File: config.mk
export PLATFORM = sky130hd
export DESIGN_NAME = hs32_alu_seq_flat
export DESIGN_NICKNAME = d
export VERILOG_FILES = /design/src/rtl/hs32_alu_seq_if.sv /design/src/rtl/hs32_alu_seq.sv /design/src/flat_wrapper.sv
export SDC_FILE = /design/constraint.sdc
export NUM_CORES = 1
export LEC_CHECK = 0
export BUFFER_PORTS_ARGS = -buffer_cell sky130_fd_sc_hd__buf_4
export CAP_MARGIN = 20
export CORE_AREA = 2 2 188 144
export DETAILED_ROUTE_END_ITERATION = 8
export DIE_AREA = 0 0 190 146
export PLACE_DENSITY = 0.79
export SLEW_MARGIN = 20
export SYNTH_ARGS = -nofsm -noshare
export SYNTH_HDL_FRONTEND = slang
export SYNTH_SLANG_ARGS = --single-unit
File: constraint.sdc
create_clock -name clk -period 12.8 [get_ports clk]
set_clock_uncertainty 0.1 [all_clocks]
set_input_delay 1.92 -clock clk [delete_from_list [all_inputs] [get_ports clk]]
set_output_delay 1.92 -clock clk [all_outputs]
set_load 0.005 [all_outputs]
File: src/rtl/hs32_alu_seq_if.sv
// hs32_alu_seq_if: request/response bundle for the multi-cycle HS32 ALU.
//   master: drives the request (valid_i, operands, op, controls, abort_i)
//           and observes ready_o, valid_o, out_o, flags_o.
//   slave : the ALU side of the same signals.
interface hs32_alu_seq_if #(
    parameter int WIDTH = 32
);
    logic             valid_i;
    logic             ready_o;
    logic [WIDTH-1:0] a_i;
    logic [WIDTH-1:0] b_i;
    logic [2:0]       op_i;
    logic             neg_i;
    logic             sub_i;
    logic             cen_i;
    logic             fwe_i;
    logic             abort_i;
    logic             valid_o;
    logic [WIDTH-1:0] out_o;
    logic [3:0]       flags_o;

    modport master (
        output valid_i, a_i, b_i, op_i, neg_i, sub_i, cen_i, fwe_i, abort_i,
        input  ready_o, valid_o, out_o, flags_o
    );

    modport slave (
        input  valid_i, a_i, b_i, op_i, neg_i, sub_i, cen_i, fwe_i, abort_i,
        output ready_o, valid_o, out_o, flags_o
    );
endinterface

File: src/rtl/hs32_alu_seq.sv
// hs32_alu_seq: multi-cycle HS32 ALU with valid/ready handshake.
//   clk   : clock
//   reset : asynchronous active-high reset
//   bus   : slave side of hs32_alu_seq_if
//           request : valid_i, a_i, b_i, op_i, neg_i, sub_i, cen_i, fwe_i, abort_i
//           response: ready_o (not BUSY), valid_o (DONE pulse),
//                     out_o (registered result), flags_o (NZCV)
// ADD/AND/OR/XOR finish on the accept edge; shifts take one cycle per bit;
// MUL is a WIDTH-cycle shift-add keeping the low half of the product.
module hs32_alu_seq #(
    parameter int WIDTH = 32,
    parameter int SHW   = $clog2(WIDTH)
) (
    input logic         clk,
    input logic         reset,
    hs32_alu_seq_if.slave bus
);
    typedef enum logic [1:0] {IDLE, BUSY, DONE} state_t;

    localparam logic [2:0] OP_ADD = 3'b000, OP_AND = 3'b001, OP_OR  = 3'b010,
                           OP_XOR = 3'b011, OP_SHL = 3'b100, OP_SHR = 3'b101,
                           OP_ASR = 3'b110, OP_MUL = 3'b111;

    state_t           state_q, state_d;
    logic [WIDTH-1:0] a_q, a_d, b_q, b_d, acc_q, acc_d, out_q, out_d;
    logic [SHW:0]     cnt_q, cnt_d;
    logic [2:0]       op_q, op_d;
    logic             fwe_q, fwe_d;
    logic [3:0]       flags_q, flags_d;

    // Accept-time arithmetic, evaluated straight from the request inputs.
    logic [WIDTH-1:0] b_eff;
    logic             ci;
    logic [WIDTH:0]   sum;
    logic             v_add;
    logic             accept;

    // Completion bundle shared by every path that enters DONE.
    logic             fin;
    logic [WIDTH-1:0] res;
    logic             res_c, res_v, fwe_use;

    // One-bit shift step of the in-flight shift and its shifted-out bit.
    logic [WIDTH-1:0] step_a;
    logic             step_c;
    logic [WIDTH-1:0] mul_acc;

    function automatic logic [3:0] mk_flags(input logic [WIDTH-1:0] r,
                                            input logic c, input logic v);
        return {r[WIDTH-1], (r == '0), c, v};
    endfunction

    assign accept = bus.valid_i && (state_q != BUSY);
    assign b_eff  = bus.b_i ^ {WIDTH{bus.neg_i}};
    // Carry-in reads the registered flags, so an op accepted in DONE sees
    // the flags written by the op that just completed.
    assign ci     = (flags_q[1] & bus.cen_i) ^ bus.sub_i;
    assign sum    = {1'b0, bus.a_i} + {1'b0, b_eff} + {{WIDTH{1'b0}}, ci};
    assign v_add  = (bus.a_i[WIDTH-1] == b_eff[WIDTH-1]) &&
                    (sum[WIDTH-1] != bus.a_i[WIDTH-1]);

    always_comb begin
        step_a = a_q;
        step_c = 1'b0;
        case (op_q)
            OP_SHL:  begin step_a = {a_q[WIDTH-2:0], 1'b0};      step_c = a_q[WIDTH-1]; end
            OP_SHR:  begin step_a = {1'b0, a_q[WIDTH-1:1]};      step_c = a_q[0];       end
            OP_ASR:  begin step_a = {a_q[WIDTH-1], a_q[WIDTH-1:1]}; step_c = a_q[0];    end
            default: begin step_a = a_q;                         step_c = 1'b0;         end
        endcase
    end

    assign mul_acc = acc_q + (b_q[0] ? a_q : '0);

    always_comb begin
        state_d = state_q;
        a_d     = a_q;
        b_d     = b_q;
        acc_d   = acc_q;
        cnt_d   = cnt_q;
        op_d    = op_q;
        fwe_d   = fwe_q;
        out_d   = out_q;
        flags_d = flags_q;
        fin     = 1'b0;
        res     = '0;
        res_c   = 1'b0;
        res_v   = 1'b0;
        fwe_use = fwe_q;

        case (state_q)
            IDLE, DONE: begin
                state_d = IDLE;
                if (accept) begin
                    op_d    = bus.op_i;
                    fwe_d   = bus.fwe_i;
                    fwe_use = bus.fwe_i;
                    a_d     = bus.a_i;
                    b_d     = bus.b_i;
                    acc_d   = '0;
                    case (bus.op_i)
                        OP_ADD: begin
                            fin = 1'b1; res = sum[WIDTH-1:0];
                            res_c = sum[WIDTH]; res_v = v_add;
                        end
                        OP_AND: begin fin = 1'b1; res = bus.a_i & b_eff; end
                        OP_OR:  begin fin = 1'b1; res = bus.a_i | b_eff; end
                        OP_XOR: begin fin = 1'b1; res = bus.a_i ^ b_eff; end
                        OP_MUL: begin
                            cnt_d   = (SHW+1)'(WIDTH);
                            state_d = BUSY;
                        end
                        default: begin
                            // Zero-length shift completes at once with C cleared.
                            if (bus.b_i[SHW-1:0] == '0) begin
                                fin = 1'b1; res = bus.a_i;
                            end else begin
                                cnt_d   = {1'b0, bus.b_i[SHW-1:0]};
                                state_d = BUSY;
                            end
                        end
                    endcase
                end
            end
            BUSY: begin
                if (bus.abort_i) begin
                    state_d = IDLE;
                end else begin
                    cnt_d = cnt_q - 1'b1;
                    if (op_q == OP_MUL) begin
                        acc_d = mul_acc;
                        a_d   = {a_q[WIDTH-2:0], 1'b0};
                        b_d   = {1'b0, b_q[WIDTH-1:1]};
                        res   = mul_acc;
                    end else begin
                        a_d   = step_a;
                        res   = step_a;
                        res_c = step_c;
                    end
                    fin = (cnt_q == (SHW+1)'(1));
                end
            end
            default: state_d = IDLE;
        endcase

        if (fin) begin
            state_d = DONE;
            out_d   = res;
            if (fwe_use) flags_d = mk_flags(res, res_c, res_v);
        end
    end

    always_ff @(posedge clk or posedge reset) begin
        if (reset) begin
            state_q <= IDLE;
            a_q     <= '0;
            b_q     <= '0;
            acc_q   <= '0;
            cnt_q   <= '0;
            op_q    <= '0;
            fwe_q   <= 1'b0;
            out_q   <= '0;
            flags_q <= '0;
        end else begin
            state_q <= state_d;
            a_q     <= a_d;
            b_q     <= b_d;
            acc_q   <= acc_d;
            cnt_q   <= cnt_d;
            op_q    <= op_d;
            fwe_q   <= fwe_d;
            out_q   <= out_d;
            flags_q <= flags_d;
        end
    end

    assign bus.ready_o = (state_q != BUSY);
    assign bus.valid_o = (state_q == DONE);
    assign bus.out_o   = out_q;
    assign bus.flags_o = flags_q;
endmodule

File: src/flat_wrapper.sv
// flat-port wrapper written by rule: the top's interface ports become plain ports
module hs32_alu_seq_flat 
#(
    parameter int WIDTH = 32,
    parameter int SHW   = $clog2(WIDTH)
)
  (clk, reset, bus_valid_i, bus_a_i, bus_b_i, bus_op_i, bus_neg_i, bus_sub_i, bus_cen_i, bus_fwe_i, bus_abort_i, bus_ready_o, bus_valid_o, bus_out_o, bus_flags_o);
  hs32_alu_seq_if #(.WIDTH(WIDTH)) bus_i ();
  input logic clk;
  input logic reset;
  input wire logic [$bits(bus_i.valid_i)-1:0] bus_valid_i;
  input wire logic [$bits(bus_i.a_i)-1:0] bus_a_i;
  input wire logic [$bits(bus_i.b_i)-1:0] bus_b_i;
  input wire logic [$bits(bus_i.op_i)-1:0] bus_op_i;
  input wire logic [$bits(bus_i.neg_i)-1:0] bus_neg_i;
  input wire logic [$bits(bus_i.sub_i)-1:0] bus_sub_i;
  input wire logic [$bits(bus_i.cen_i)-1:0] bus_cen_i;
  input wire logic [$bits(bus_i.fwe_i)-1:0] bus_fwe_i;
  input wire logic [$bits(bus_i.abort_i)-1:0] bus_abort_i;
  output wire logic [$bits(bus_i.ready_o)-1:0] bus_ready_o;
  output wire logic [$bits(bus_i.valid_o)-1:0] bus_valid_o;
  output wire logic [$bits(bus_i.out_o)-1:0] bus_out_o;
  output wire logic [$bits(bus_i.flags_o)-1:0] bus_flags_o;
  assign bus_i.valid_i = bus_valid_i;
  assign bus_i.a_i = bus_a_i;
  assign bus_i.b_i = bus_b_i;
  assign bus_i.op_i = bus_op_i;
  assign bus_i.neg_i = bus_neg_i;
  assign bus_i.sub_i = bus_sub_i;
  assign bus_i.cen_i = bus_cen_i;
  assign bus_i.fwe_i = bus_fwe_i;
  assign bus_i.abort_i = bus_abort_i;
  assign bus_ready_o = bus_i.ready_o;
  assign bus_valid_o = bus_i.valid_o;
  assign bus_out_o = bus_i.out_o;
  assign bus_flags_o = bus_i.flags_o;
  hs32_alu_seq #(.WIDTH(WIDTH), .SHW(SHW)) u_core (.clk(clk), .reset(reset), .bus(bus_i));
endmodule
[After elaboration in Yosys (flattened, before gate mapping)]
Cells that the tools add are included.
Storage, ports and cells
  bits in registers: 144
  bits of input ports: 75
  output and inout bits: 38
  word-level logic and storage cells: 101
Cells by class
  add/sub/neg operators: 4
  eq/ne operators: 20
  muxes and demuxes: 47
  bitwise operators: 6
  reduce and logical (&&, ||, !) cells: 15
Operators by type and width (number)
  $mux 32: 14
  $pmux 32 s2: 4
  $pmux 32 s5: 1
  $pmux 32 s3: 1
  $xor 32x32->32: 2
  $add 32x32->33: 1
  $add 33x1->33: 1
  $add 32x32->32: 1
  $and 32x32->32: 1
  $logic_not 32->1: 1
  $or 32x32->32: 1
  $pmux 6 s2: 2
  $mux 6: 3
  $eq 3x3->1 const B: 5
  $mux 1: 13
  $pmux 1 s2: 4
  $pmux 2 s2: 2
  $eq 3x2->1 const B: 2
  $eq 6x1->1 const B: 1
  $mux 2: 3
  $ne 2x1->1 const B: 3
  $sub 6x1->6 const B: 1
  $logic_not 5->1: 1
  $reduce_and 5->1: 1
  19 further kinds: 23

[Logic depth before layout (Yosys ltp)]
  depth in word-level cells: 8
  depth in mapped cells: 17
  gate-level depth less buffers: 16

[Worst setup path before layout]
Ideal clock, no wire load.
  path type: in2reg
  from: in bus_neg_i
  to: reg u_core.flags_q[2], in the netlist u_core.bus.flags_o[2]
  arrival time: 5.517 ns
  setup slack: 7.088 ns
  stages on the path: 17
  buffers on the path: 2
  path through: clkbuf_1 -> buf_1 -> xor2_1 -> fa_1 -> inv_1 -> fa_1 -> nor2b_1 -> o2111a_1 -> o31ai_4 -> a21oi_1 -> mux2i_1 -> a211oi_1 -> nor4b_1 -> nand4b_1 -> nor4b_2 -> nand4_1 -> o31ai_1
Between the ends
  cells in the longest elaborated chain, start to end: 7
RTL lines
  start, declared: RTL line flat_wrapper.sv:15  | input wire logic [$bits(bus_i.neg_i)-1:0] bus_neg_i;
  $xor 32x32->32 (*): RTL line hs32_alu_seq.sv:54  | assign b_eff = bus.b_i ^ {WIDTH{bus.neg_i}};
  $add 32x32->33: RTL line hs32_alu_seq.sv:58  | assign sum = {1'b0, bus.a_i} + {1'b0, b_eff} + {{WIDTH{1'b0}}, ci};
  $add 33x1->33: RTL line hs32_alu_seq.sv:58
  $pmux 32 s5 (*): RTL line hs32_alu_seq.sv:101  | case (bus.op_i)
  $mux 32 (*): RTL line hs32_alu_seq.sv:94  | if (accept) begin
  $pmux 32 s2 (*): RTL line hs32_alu_seq.sv:91  | case (state_q)
  $logic_not 32->1 (*): RTL line hs32_alu_seq.sv:50  | return {r[WIDTH-1], (r == '0), c, v};
  end signal, assigned: RTL line hs32_alu_seq.sv:173  | flags_q <= flags_d;
  end, declared: RTL line hs32_alu_seq.sv:29  | logic [3:0] flags_q, flags_d;
Every way passes the cells marked *; elsewhere a longest branch is shown, timed or not.
A chain may end at the register's enable or synchronous reset.

[Final worst setup path]
Ends and elaborated chain as after synthesis.

==> metrics.csv <==
metric;value;unit
status;finished, final reports clean;
critical_path_arrival;5.99;ns
critPathLaunchType;input pin;
crit_family;simple AND/OR/NAND/NOR gates;
synth_cells;1825;
synth_edf_count;0;
areaGrowthSynthToFinish;11.4;%
synth_seq_cells;144;
clk_latency;0.44;ns
synth-async-reset-ratio;100;%
finalSetupTns;0;ns
ys_types;88;
fin_crit_sh;44.8;%
std_cell_rows;51;
synth_top_flop_cell;dfrtp_1;
worstPathRequired;13.05;ns
finalSetupViolations;0;
num_vias;14200;
slew_violations;0;
ios;113;
drv_cap;0;
endpoint_kind;flip-flop;
initial_utilization;53.9;%
grt_pass1_vias;13100;
cts_buffers;17;
clk_path_buf_depth;2;
hold_ws;0.387;ns
p_leak;0.00698;uW
die_h;146;um
clock.fmax;174;MHz
grt_setup_unrepaired;no;
fin_crit;5.74;ns
grt_max_degree;84;
relSlewSlack;34.9;%
grt_pass1_wl;75200;um
seq_area_frac_synth;26.0;%
drt-initial-drc-count;1625;
path_buf_inv;2;
cts_resized;0;
htree_levels;4;
hold_violations;0;
clk_pin_slew;0.07;ns
worstPathMaxFanout;32;
drive_gt1_share;11.5;%
cts_tree;yes;
synthesis.area;13900;sq um
clock-sinks;144;
antenna_found_initial;0;
hpwl;35500;um
fp.coreArea;25700;sq um
irDropWorstVdd;0.000113;V
overflow;0;
postCtsSetupBuffers;0;
die-area;27700;sq um
clockRootBuffer;clkbuf_16;
first_pass_iters;6;
track_usage;34.9;%
die_w;190;um
worstSetupPathType;in -> reg;
nNetsFinal;2018;
synth_area_per_cell;7.59;sq um
antenna_cells;0;
path_cells;buf_4 -> xor2_1 -> fa_1 -> inv_1 -> fa_1 -> xnor2_1 -> mux4_2 -> a22oi_1 -> o22ai_1 -> nor4_1 -> nand4_1 -> nor4_1 -> nand4b_1 -> nor4b_2 -> nand4_1 -> o31ai_1;
slowest_stage;mux4_2;
syn_nets;2000;
drt-total-wl;48500;um
drtAntennaViolNets;0;
final_cells;2200;
numPlacedInstances;2168;
place_congestion;0.985;
wl_per_cell;22.0;um
postCtsHoldBufs;0;
p_per_area;130;nW/um^2
yosys_warnings;0;
drc_errors;0;
tightest_slew;0.973;ns
io_buffers;112;
vias_per_cell;6.46;
hold_path_class;reg -> reg;
crit_path_max_incr_delay;0.45;ns
[Yosys cell counts (all sizes together), types with 18 or more instances]
| master | instances | area (sq um) |
|---|---|---|
| o21ai | 135 | 676 |
| a22oi | 18 | 140 |
| nor3 | 31 | 155 |
| nand4 | 20 | 125 |
| buf | 39 | 179 |
| xnor2 | 27 | 236 |
| nand2 | 243 | 915 |
| inv | 83 | 312 |
| mux2i | 56 | 561 |
| a31oi | 40 | 250 |
| o211ai | 35 | 263 |
| nor2 | 152 | 571 |
| ha | 97 | 1210 |
| a21o | 26 | 195 |
| o22ai | 34 | 213 |
| and2 | 37 | 231 |
| a21oi | 195 | 983 |
| a211oi | 19 | 163 |
| clkbuf | 94 | 357 |
| o21a | 23 | 173 |
| dfrtp | 144 | 3600 |
| xor2 | 51 | 447 |
| nand3 | 25 | 125 |
[cell type report]
class	instances	area, sq um
Sequential cell	144	3610
Timing Repair Buffer	132	991
Tap cell	344	430
Clock inverter	12	155
Inverter	86	329
Fill cell	2284	10300
Clock buffer	20	467
Multi-Input combinational cell	1462	9450
[per-stage QoR]
| stage | instance area (sq um) | setup slack, ns | utilization, % | power [uW] |
|---|---|---|---|---|
| after floorplan | 13900 | 6.91 | - | 1170 |
| after global placement | 14800 | 6.77 | 57.6 | 1420 |
| after detailed placement | 14800 | 6.72 | 57.6 | 1440 |
| after CTS | 15400 | 7.15 | 60.0 | 1990 |
| after global routing | 15400 | 6.82 | 60.0 | 2120 |
| final | 15400 | 7.06 | 60.0 | 2010 |
[cell usage in the layout, fill, tap and decap left out, drive strengths merged, types with 37 or more instances in the layout]
| master | synthesis | final |
|---|---|---|
| nand2 | 243 | 243 |
| a21oi | 195 | 195 |
| nor2 | 152 | 152 |
| dfrtp | 144 | 144 |
| o21ai | 135 | 135 |
| buf | 39 | 132 |
| ha | 97 | 97 |
| inv | 83 | 86 |
| mux2i | 56 | 56 |
| xor2 | 51 | 51 |
| a31oi | 40 | 40 |
| and2 | 37 | 37 |
[logic make-up after synthesis]
logic type | count (synthesis) | share of synthesized area (%)
AOI/OAI and AO/OA | 632 | 29.5
xor gates and xnor gates | 78 | 4.93
adders and majority gates | 100 | 9.20
buffers and inverters | 219 | 6.21
DFF | 144 | 26.0
muxes | 63 | 4.70
and+or+nand+nor | 589 | 19.5
[where the power goes]
| part | internal [uW] | switching, uW |
|---|---|---|
| clock network | 324 | 230 |
| registers | 548 | 118 |
| logic | 313 | 475 |
[routing by layer]
| layer | track usage [%] | share of wire, % | vias to the layer above | routed length, um |
|---|---|---|---|---|
| met5 | 0 | 0 | - | 0 |
| li1 | - | - | 6599 | - |
| met3 | 7.38 | 8.6 | 111 | 4170 |
| met4 | 13.4 | 3.7 | 0 | 1810 |
| met1 | 49.2 | 44 | 6802 | 21500 |
| met2 | 52.1 | 43 | 697 | 21000 |
[worst paths after layout]
check | from | end | cells past startpoint | slack, ns
min | u_core.acc_q[4] | u_core.acc_q[4] | 1 | 0.39
min in group asynchronous | reset | u_core.acc_q[2] | 2 | 1.50
min reg2reg | u_core.acc_q[4] | u_core.acc_q[4] | 1 | 0.39
max | bus_neg_i | u_core.bus.flags_o[2] | 16 | 7.06
max in group asynchronous | reset | u_core.op_q[0] | 3 | 9.69
max reg2reg | u_core.b_q[0] | u_core.bus.flags_o[2] | 13 | 8.09
[sequential cells by signal, indices dropped and copies added, names as in the netlist]
| name | flops |
|---|---|
| u_core.a_q | 32 |
| u_core.acc_q | 32 |
| u_core.b_q | 32 |
| u_core.bus.out_o | 32 |
| u_core.cnt_q | 6 |
| u_core.bus.flags_o | 4 |
| u_core.op_q | 3 |
| u_core.state_q | 2 |
| u_core.fwe_q | 1 |
No activity file was read; power rests on OpenSTA's default activity.
